### src/rtl/chess_pkg.sv
// chess_pkg: shared move encoding, piece/colour codes and merger FSM states
package chess_pkg;
  localparam int MOVE_W = 19;
  localparam logic [MOVE_W-1:0] PVOID = '0;
  localparam int FROM_LSB = 13;
  localparam int TO_LSB = 7;
  localparam int PIECE_LSB = 4;
  localparam int COLOUR_LSB = 3;
  localparam int PROMO_LSB = 0;
  typedef enum logic [2:0] {P_NONE, P_PAWN, P_KNIGHT, P_BISHOP, P_ROOK, P_QUEEN, P_KING} piece_t;
  typedef enum logic {WHITE, BLACK} colour_t;
  typedef enum logic {SCAN, DRAIN} ms_state_t;
endpackage

### src/rtl/rr_arbiter.sv
// rr_arbiter: round-robin grant, first requester at or above ptr with wrap
module rr_arbiter #(
  parameter int N = 8,
  parameter int W = $clog2(N)
) (
  input  logic [N-1:0] req,
  input  logic [W-1:0] ptr,
  output logic [N-1:0] grant,
  output logic [W-1:0] idx,
  output logic         any
);
  logic [N-1:0] rot;
  logic [W:0] s;
  always_comb begin
    rot = N'({req, req} >> ptr);
    s = '0;
    any = 1'b0;
    for (int j = N - 1; j >= 0; j--)
      if (rot[j]) begin
        s = (W+1)'(ptr) + (W+1)'(j);
        any = 1'b1;
      end
    idx = s >= (W+1)'(N) ? W'(s - (W+1)'(N)) : W'(s);
    grant = any ? N'(1) << idx : '0;
  end
endmodule

### src/rtl/move_stream_merger.sv
// move_stream_merger: round-robin merge of column FIFO move words into one move stream
module move_stream_merger #(
  parameter int N_COL = 8,
  parameter int MOVES_PER_WORD = 8,
  parameter int MOVE_W = chess_pkg::MOVE_W,
  parameter int WORD_W = 160,
  parameter int CNT_W = 16,
  parameter int CH_W = $clog2(N_COL)
) (
  input  logic                    clk,
  input  logic                    reset,
  input  logic [N_COL*WORD_W-1:0] fifo_out,
  input  logic [N_COL-1:0]        fifo_empty,
  output logic [N_COL-1:0]        rden,
  input  logic [N_COL-1:0]        col_done,
  output logic [MOVE_W-1:0]       mv_data,
  output logic [CH_W-1:0]         mv_src,
  output logic                    mv_valid,
  input  logic                    mv_ready,
  output logic [CNT_W-1:0]        mv_count,
  output logic                    all_done
);
  import chess_pkg::*;
  localparam int PW = MOVES_PER_WORD * MOVE_W;
  localparam int SW = $clog2(MOVES_PER_WORD);
  ms_state_t state;
  logic [CH_W-1:0] ptr, gidx;
  logic [N_COL-1:0] grant;
  logic gany, acc, unused;
  logic [PW-1:0] word, in_word;
  logic [PW-1:0] heads [N_COL];
  logic [MOVES_PER_WORD-1:0] mask, in_mask, nxt_mask;
  logic [MOVE_W-1:0] slot [MOVES_PER_WORD];
  logic [SW-1:0] sel;
  rr_arbiter #(.N(N_COL), .W(CH_W)) u_arb (
    .req(~fifo_empty),
    .ptr(ptr),
    .grant(grant),
    .idx(gidx),
    .any(gany)
  );
  always_comb begin
    unused = ^fifo_out;
    for (int c = 0; c < N_COL; c++) heads[c] = fifo_out[c*WORD_W +: PW];
    in_word = heads[gidx];
    sel = '0;
    for (int k = MOVES_PER_WORD - 1; k >= 0; k--) begin
      slot[k] = word[PW-1-k*MOVE_W -: MOVE_W];
      in_mask[k] = in_word[PW-1-k*MOVE_W -: MOVE_W] != PVOID;
      if (mask[k]) sel = SW'(k);
    end
    mv_valid = state == DRAIN && |mask;
    mv_data = mv_valid ? slot[sel] : '0;
    acc = mv_valid && mv_ready;
    nxt_mask = acc ? mask & ~(MOVES_PER_WORD'(1) << sel) : mask;
    // pops happen only while scanning and never in a reset cycle
    rden = state == SCAN && !reset ? grant : '0;
  end
  always_ff @(posedge clk)
    if (reset) begin
      state <= SCAN;
      ptr <= '0;
      word <= '0;
      mask <= '0;
      mv_src <= '0;
      mv_count <= '0;
      all_done <= 1'b0;
    end else if (state == SCAN) begin
      if (&col_done && &fifo_empty) all_done <= 1'b1;
      if (gany) begin
        word <= in_word;
        mask <= in_mask;
        mv_src <= gidx;
        ptr <= gidx == CH_W'(N_COL - 1) ? '0 : gidx + 1'b1;
        state <= DRAIN;
      end
    end else begin
      mask <= nxt_mask;
      if (acc && !(&mv_count)) mv_count <= mv_count + 1'b1;
      if (nxt_mask == '0) state <= SCAN;
    end
endmodule

### config.mk
export PLATFORM = sky130hd
export DESIGN_NAME = move_stream_merger
export DESIGN_NICKNAME = d
export VERILOG_FILES = /design/src/rtl/chess_pkg.sv /design/src/rtl/rr_arbiter.sv /design/src/rtl/move_stream_merger.sv
export SDC_FILE = /design/constraint.sdc
export NUM_CORES = 1
export LEC_CHECK = 0
export BUFFER_PORTS_ARGS = -buffer_cell sky130_fd_sc_hd__buf_2
export CORE_AREA = 2 2 532 534
export CTS_BUF_LIST = sky130_fd_sc_hd__clkbuf_4 sky130_fd_sc_hd__clkbuf_8 sky130_fd_sc_hd__clkbuf_16
export CTS_CLUSTER_DIAMETER = 200
export DETAILED_ROUTE_END_ITERATION = 8
export DIE_AREA = 0 0 534 536
export SKIP_LAST_GASP = 1
export SLEW_MARGIN = 15
export SYNTH_ARGS = -nofsm -noshare
export SYNTH_HDL_FRONTEND = slang
export SYNTH_SLANG_ARGS = --single-unit
### constraint.sdc
create_clock -name clk -period 11.5 [get_ports clk]
set_clock_uncertainty 0.2 [all_clocks]
set_input_delay 1.725 -clock clk [delete_from_list [all_inputs] [get_ports clk]]
set_output_delay 1.725 -clock clk [all_outputs]
set_load 0.005 [all_outputs]
## After elaboration in Yosys (flattened, before gate mapping)

Cells that the tools add are included.
Widths: inputs -> output; s select.

- Register bits: 184
- Bits of input ports: 1299
- Output and inout port bits: 48
- Logic and storage cells: 95

- Add/subtract/negate cells: 10
- $lt $le $gt $ge: 3
- Eq/ne operators: 1
- Shifts and indexed selects: 3
- Muxes and demuxes: 41
- Bitwise gates (word level): 6
- Reduce and logical (&&, ||, !) cells: 24

Operators with widths:

| operator | number |
|---|---|
| $bmux 152 s3 | 1 |
| $mux 152 | 2 |
| $reduce_bool 19->1 | 8 |
| $bmux 19 s3 | 1 |
| $mux 19 | 3 |
| $mux 8 | 5 |
| $mux 4 | 8 |
| $mux 3 | 10 |
| $add 16x1->16 const B | 1 |
| $add 3x3->4 const B | 4 |
| $not 8->8 | 2 |
| $reduce_and 16->1 | 1 |
| $reduce_and 8->1 | 2 |
| $shl 1x3->8 const A | 2 |
| $shr 16x3->8 | 1 |
| $ge 4x4->1 const B | 3 |
| $mux 1 | 11 |
| $add 3x2->4 const B | 2 |
| $and 8x8->8 | 1 |
| $logic_not 8->1 | 1 |
| $not 3->4 | 2 |
| $reduce_or 8->1 | 1 |
| $reduce_and 2->1 | 3 |
| $logic_and 1x1->1 | 5 |
| other kinds (7) | 8 |

## Logic depth before layout (Yosys ltp)

- Word-level depth: 19
- Mapped depth: 20
- Mapped depth without buffers: 14

## By module

A second synthesis with hierarchy kept.

- Cell total of the unflattened synthesis: 1735
- Area, all modules: 18368.9 sq um

Modules (own cells, without submodules):

| module | instances | cells each | area each (sq um) | sequential area each (sq um) |
|---|---|---|---|---|
| move_stream_merger | 1 | 1614 | 17440.5 | 3683.5 |
| rr_arbiter | 1 | 121 | 928.4 | 0.0 |

## Worst setup path before layout

OpenSTA, ideal clock, no wires.

- Kind: input port to output port
- From: input fifo_empty[6]
- To: output rden[7]
- Arrival time: 4539 ps
- Required time: 9575 ps
- Setup slack: 5036 ps
- Stages on the path: 12
- Buffers on the path: 4
- Path through: mux4_2 > or3b_1 > a21oi_1 > a221o_1 > a31oi_2 > inv_2 > buf_2 > buf_2 > clkbuf_1 > buf_1 > ha_1 > and3_1

- Longest elaborated chain between the ends: 15
- Elaborated cells on any way between the ends: 24
- Those cells by class: add/sub (1); order compare (1); shift (2); mux (19); bitwise (1)

Ends and longest elaborated chain:

| what | line | RTL |
|---|---|---|
| start, declared | move_stream_merger.sv:13 | `input logic [N_COL-1:0] fifo_empty,` |
| $not 8->8 (*) | move_stream_merger.sv:36 | `.req(~fifo_empty),` |
| $shr 16x3->8 (*) | rr_arbiter.sv:15 | `rot = N'({req, req} >> ptr);` |
| $mux 4 (7 in series) | rr_arbiter.sv:19 | `if (rot[j]) begin` |
| $mux 4 (*) | rr_arbiter.sv:19 |  |
| $ge 4x4->1 / $sub 3x1->3 (equally long branches) | rr_arbiter.sv:23 | `idx = s >= (W+1)'(N) ? W'(s - (W+1)'(N)) : W'(s);` |
| $mux 3 (*) | rr_arbiter.sv:23 |  |
| named net gidx[2] | move_stream_merger.sv:27 | `logic [CH_W-1:0] ptr, gidx;` |
| $shl 1x3->8 (*) | rr_arbiter.sv:24 | `grant = any ? N'(1) << idx : '0;` |
| $mux 8 (*) | rr_arbiter.sv:24 |  |
| $mux 8 (*) | move_stream_merger.sv:57 | `rden = state == SCAN && !reset ? grant : '0;` |
| end, declared | move_stream_merger.sv:14 | `output logic [N_COL-1:0] rden,` |

The timed path passes the listed nets; every way through them passes the cells marked *.

## Final worst setup path

- From: input fifo_empty[1]
- To: output rden[7]

- Longest elaborated chain between the ends: 15
- Elaborated cells on any way between the ends: 24
- Those cells by class: add/sub (1); order compare (1); shift (2); mux (19); bitwise (1)

Ends and longest elaborated chain:

| what | line |
|---|---|
| $not 8->8 (*) | move_stream_merger.sv:36 |
| $shr 16x3->8 (*) | rr_arbiter.sv:15 |
| $mux 4 (8 in series) | rr_arbiter.sv:19 |
| $ge 4x4->1 / $sub 3x1->3 (equally long branches) | rr_arbiter.sv:23 |
| $mux 3 | rr_arbiter.sv:23 |
| $shl 1x3->8 | rr_arbiter.sv:24 |
| $mux 8 (*) | rr_arbiter.sv:24 |
| $mux 8 (*) | move_stream_merger.sv:57 |

Mark *: on every way between the ends. The rest lies on a longest branch, timed or not.

==> impl_metrics.ini <==
[die]
fp-row-count = 195
initial_core_util = 0.0675
dieHeight_um = 536
num_io_pins = 1347
coreArea_mm2 = 0.281
die_w_um = 534
dieArea_mm2 = 0.286

[synthesis]
ys_async_sr_fraction = 0
synth.yosys.seq_area_share = 0.194
netlist.top_cell.by_area = mux4_2
synth_most_common_cell = nand2_1
synth_area_leaders = mux4_2 (20%), dfxtp_1 (19%), nand2_1 (7.4%)
yosysTopAreaCellShare = 0.200
yosys_warnings = 0
synth_common_cells = nand2_1 (375), nor2_1 (215), dfxtp_1 (184), mux4_2 (168), a21oi_1 (167)
synth-seq-cells = 184
syn_avg_cell_area_um2 = 8.19
synth_nets = 3623
yosysUniqueCellTypes = 83
synth-edff-count = 0
synth_cells = 2315
ys.flop_type = dfxtp_1
syn_area_mm2 = 0.0190

[worst_setup_path]
cp.required_ns = 9.58
crit_type = in -> out
reg2regPathDepth = 15
max_stage_delay_ns = 0.77
worstPathCellList = buf_2 > mux4_1 > mux2_4 > and3_1 > a311oi_1 > a21o_4 > buf_4 > inv_6 > buf_12 > ha_1 > ha_1 > and3_1 > buf_2
worstPathArrival_ns = 6.24
crit_path_max_fanout = 69
critPathSlowestCell = mux4_1
end_kind = output pin
start_kind = primary input

[global_routing]
grt_max_degree = 204
antenna_found_initial = 653
grt.total_usage = 0.199
grt_pass1_wl_um = 349000
grt_remaining_overflow = 0
grt_pass1_vias = 25020

[placed_design]
dp_hpwl_um = 266000
placed_cell_area_mm2 = 0.0296
numPortBuffers = 1282
gp_congestion = 0.910

[clock_network]
ctsResizeCount = 0
path_clk_slew_ns = 0.08
cts_max_level = 4
postCtsHoldBufs = 0
clock-sinks = 184
cts_tree = built
cts-root-buf = clkbuf_16
cts_buffers = 17
cts_buffer_depth = 2
post_cts_buffers = 0
clkLatencyLatePin_ns = 0.48

[sta]
fmax_mhz = 122
worst-slew-pin-transition_ns = 1.33
finalMaxSlewViolations = 0
setup_tns_ns = 0
finalHoldViolCount = 0
finalCritPeriodShare = 0.710
fin_crit_ns = 8.17
setup_violations = 0
maxSlewHeadroom = 0.114
rsz0062_at_grt = false

[power]
ir_drop_v = 0.000262
power_density_mw_per_mm2 = 375
p_leak_uw = 0.0123

[hold_path]
hold_path_class = reg -> reg
whs_path_depth = 2

[route]
viasPerCell = 3.80
drtAntennaViolNets = 0
drt_iter0_markers = 2481
routed_wl_um = 297000
dr.pass1.iters = 5
routedWlPerCell_um = 40.2
drc = 0
vias = 28004

[outcome]
status = finished clean

[finish]
drive_gt1_frac = 0.466
layout.nets = 4740
area_growth_pct = 62.0
finish.instance_area_mm2 = 0.0307

[job]
maxCapViolations = 0
-- registers in the layout, indices dropped and copies added (netlist names) --
register  cells
ptr           3
mv_src        3
state         1
slot        152
all_done      1
mask          8
mv_count     16
-- path summary, 6_finish.rpt --
kind	slack [ns]	end	start
setup / recovery	3.33	rden[7]	fifo_empty[1]
hold / removal	0.26	slot[105]$_SDFFE_PP0P_	slot[105]$_SDFFE_PP0P_
setup reg to reg	4.40	mask[5]$_SDFFE_PP0P_	ptr[0]$_SDFFE_PP0P_
hold reg to reg	0.26	slot[105]$_SDFFE_PP0P_	slot[105]$_SDFFE_PP0P_
-- area by class of cell --
type | count | area (um^2)
fill | 32743 | 250000
clock inverter | 15 | 204
clock buffer | 17 | 425
tap | 3743 | 4680
inverter | 13 | 77.6
timing repair buffer | 1340 | 6930
multi-input combinational | 1876 | 14200
sequential | 184 | 3680
antenna | 187 | 468
-- through the flow --
step | power, uW | hold slack, ns | utilization | std cells | setup WS (ns)
final | 11500 | 0.260 | 0.109 | 7375 | 3.33
after global routing | 12200 | 0.275 | 0.109 | 7289 | 3.15
after CTS | 11900 | 0.260 | 0.108 | 7188 | 3.27
after detailed placement | 11200 | 0.246 | 0.105 | 7156 | 3.27
after global placement | 11200 | 0.245 | 0.105 | 7156 | 3.22
after floorplan | 6070 | 0.231 | - | 2315 | 5.04
-- layout by cell type (no fill, tap or decap), types with 44 or more instances in the layout --
cell / count
and3_1: 99
mux2i_1: 122
nand2_1: 374
a21oi_1: 165
nand3_1: 75
buf_4: 52
a211o_1: 44
o21ai_0: 85
buf_2: 1281
dfxtp_1: 184
a211oi_1: 92
mux4_2: 168
diode_2: 187
nor2_1: 210
-- power breakdown --
part | total [uW] | switching [uW] | internal, uW
Sequential | 1040 | 162 | 875
Clock | 675 | 340 | 335
Combinational | 9810 | 6850 | 2960
-- kinds of logic (layout without fill, tap and decap cells) --
family                     Yosys count  in the layout  share of synthesized area
buffers and inverters              255           1385                     0.0614
adders and majority gates           10             10                    0.00647
AOI/OAI and AO/OA                  659            659                      0.244
and+or+nand+nor                    882            882                      0.209
DFF                                184            184                      0.194
other                                0            187                          0
xor gates and xnor gates            11             11                    0.00508
muxes                              314            314                      0.280
-- routing by layer --
| layer | up-vias | global-route usage | share of wire |
|---|---|---|---|
| li1 | 11442 | - | - |
| met1 | 12885 | 0.229 | 0.38 |
| met2 | 2344 | 0.304 | 0.43 |
| met3 | 989 | 0.122 | 0.15 |
| met4 | 344 | 0.0549 | 0.035 |
| met5 | - | 0.00583 | 0.0074 |
-- critical path, delay by kind of cell --
kind,cells,cell delay [ns]
and+or+nand+nor,2,0.33
AOI/OAI and AO/OA,2,0.84
buffers and inverters,5,1.47
muxes,2,1.17
adders and majority gates,2,0.52
Power figures use the tool's default switching activity.
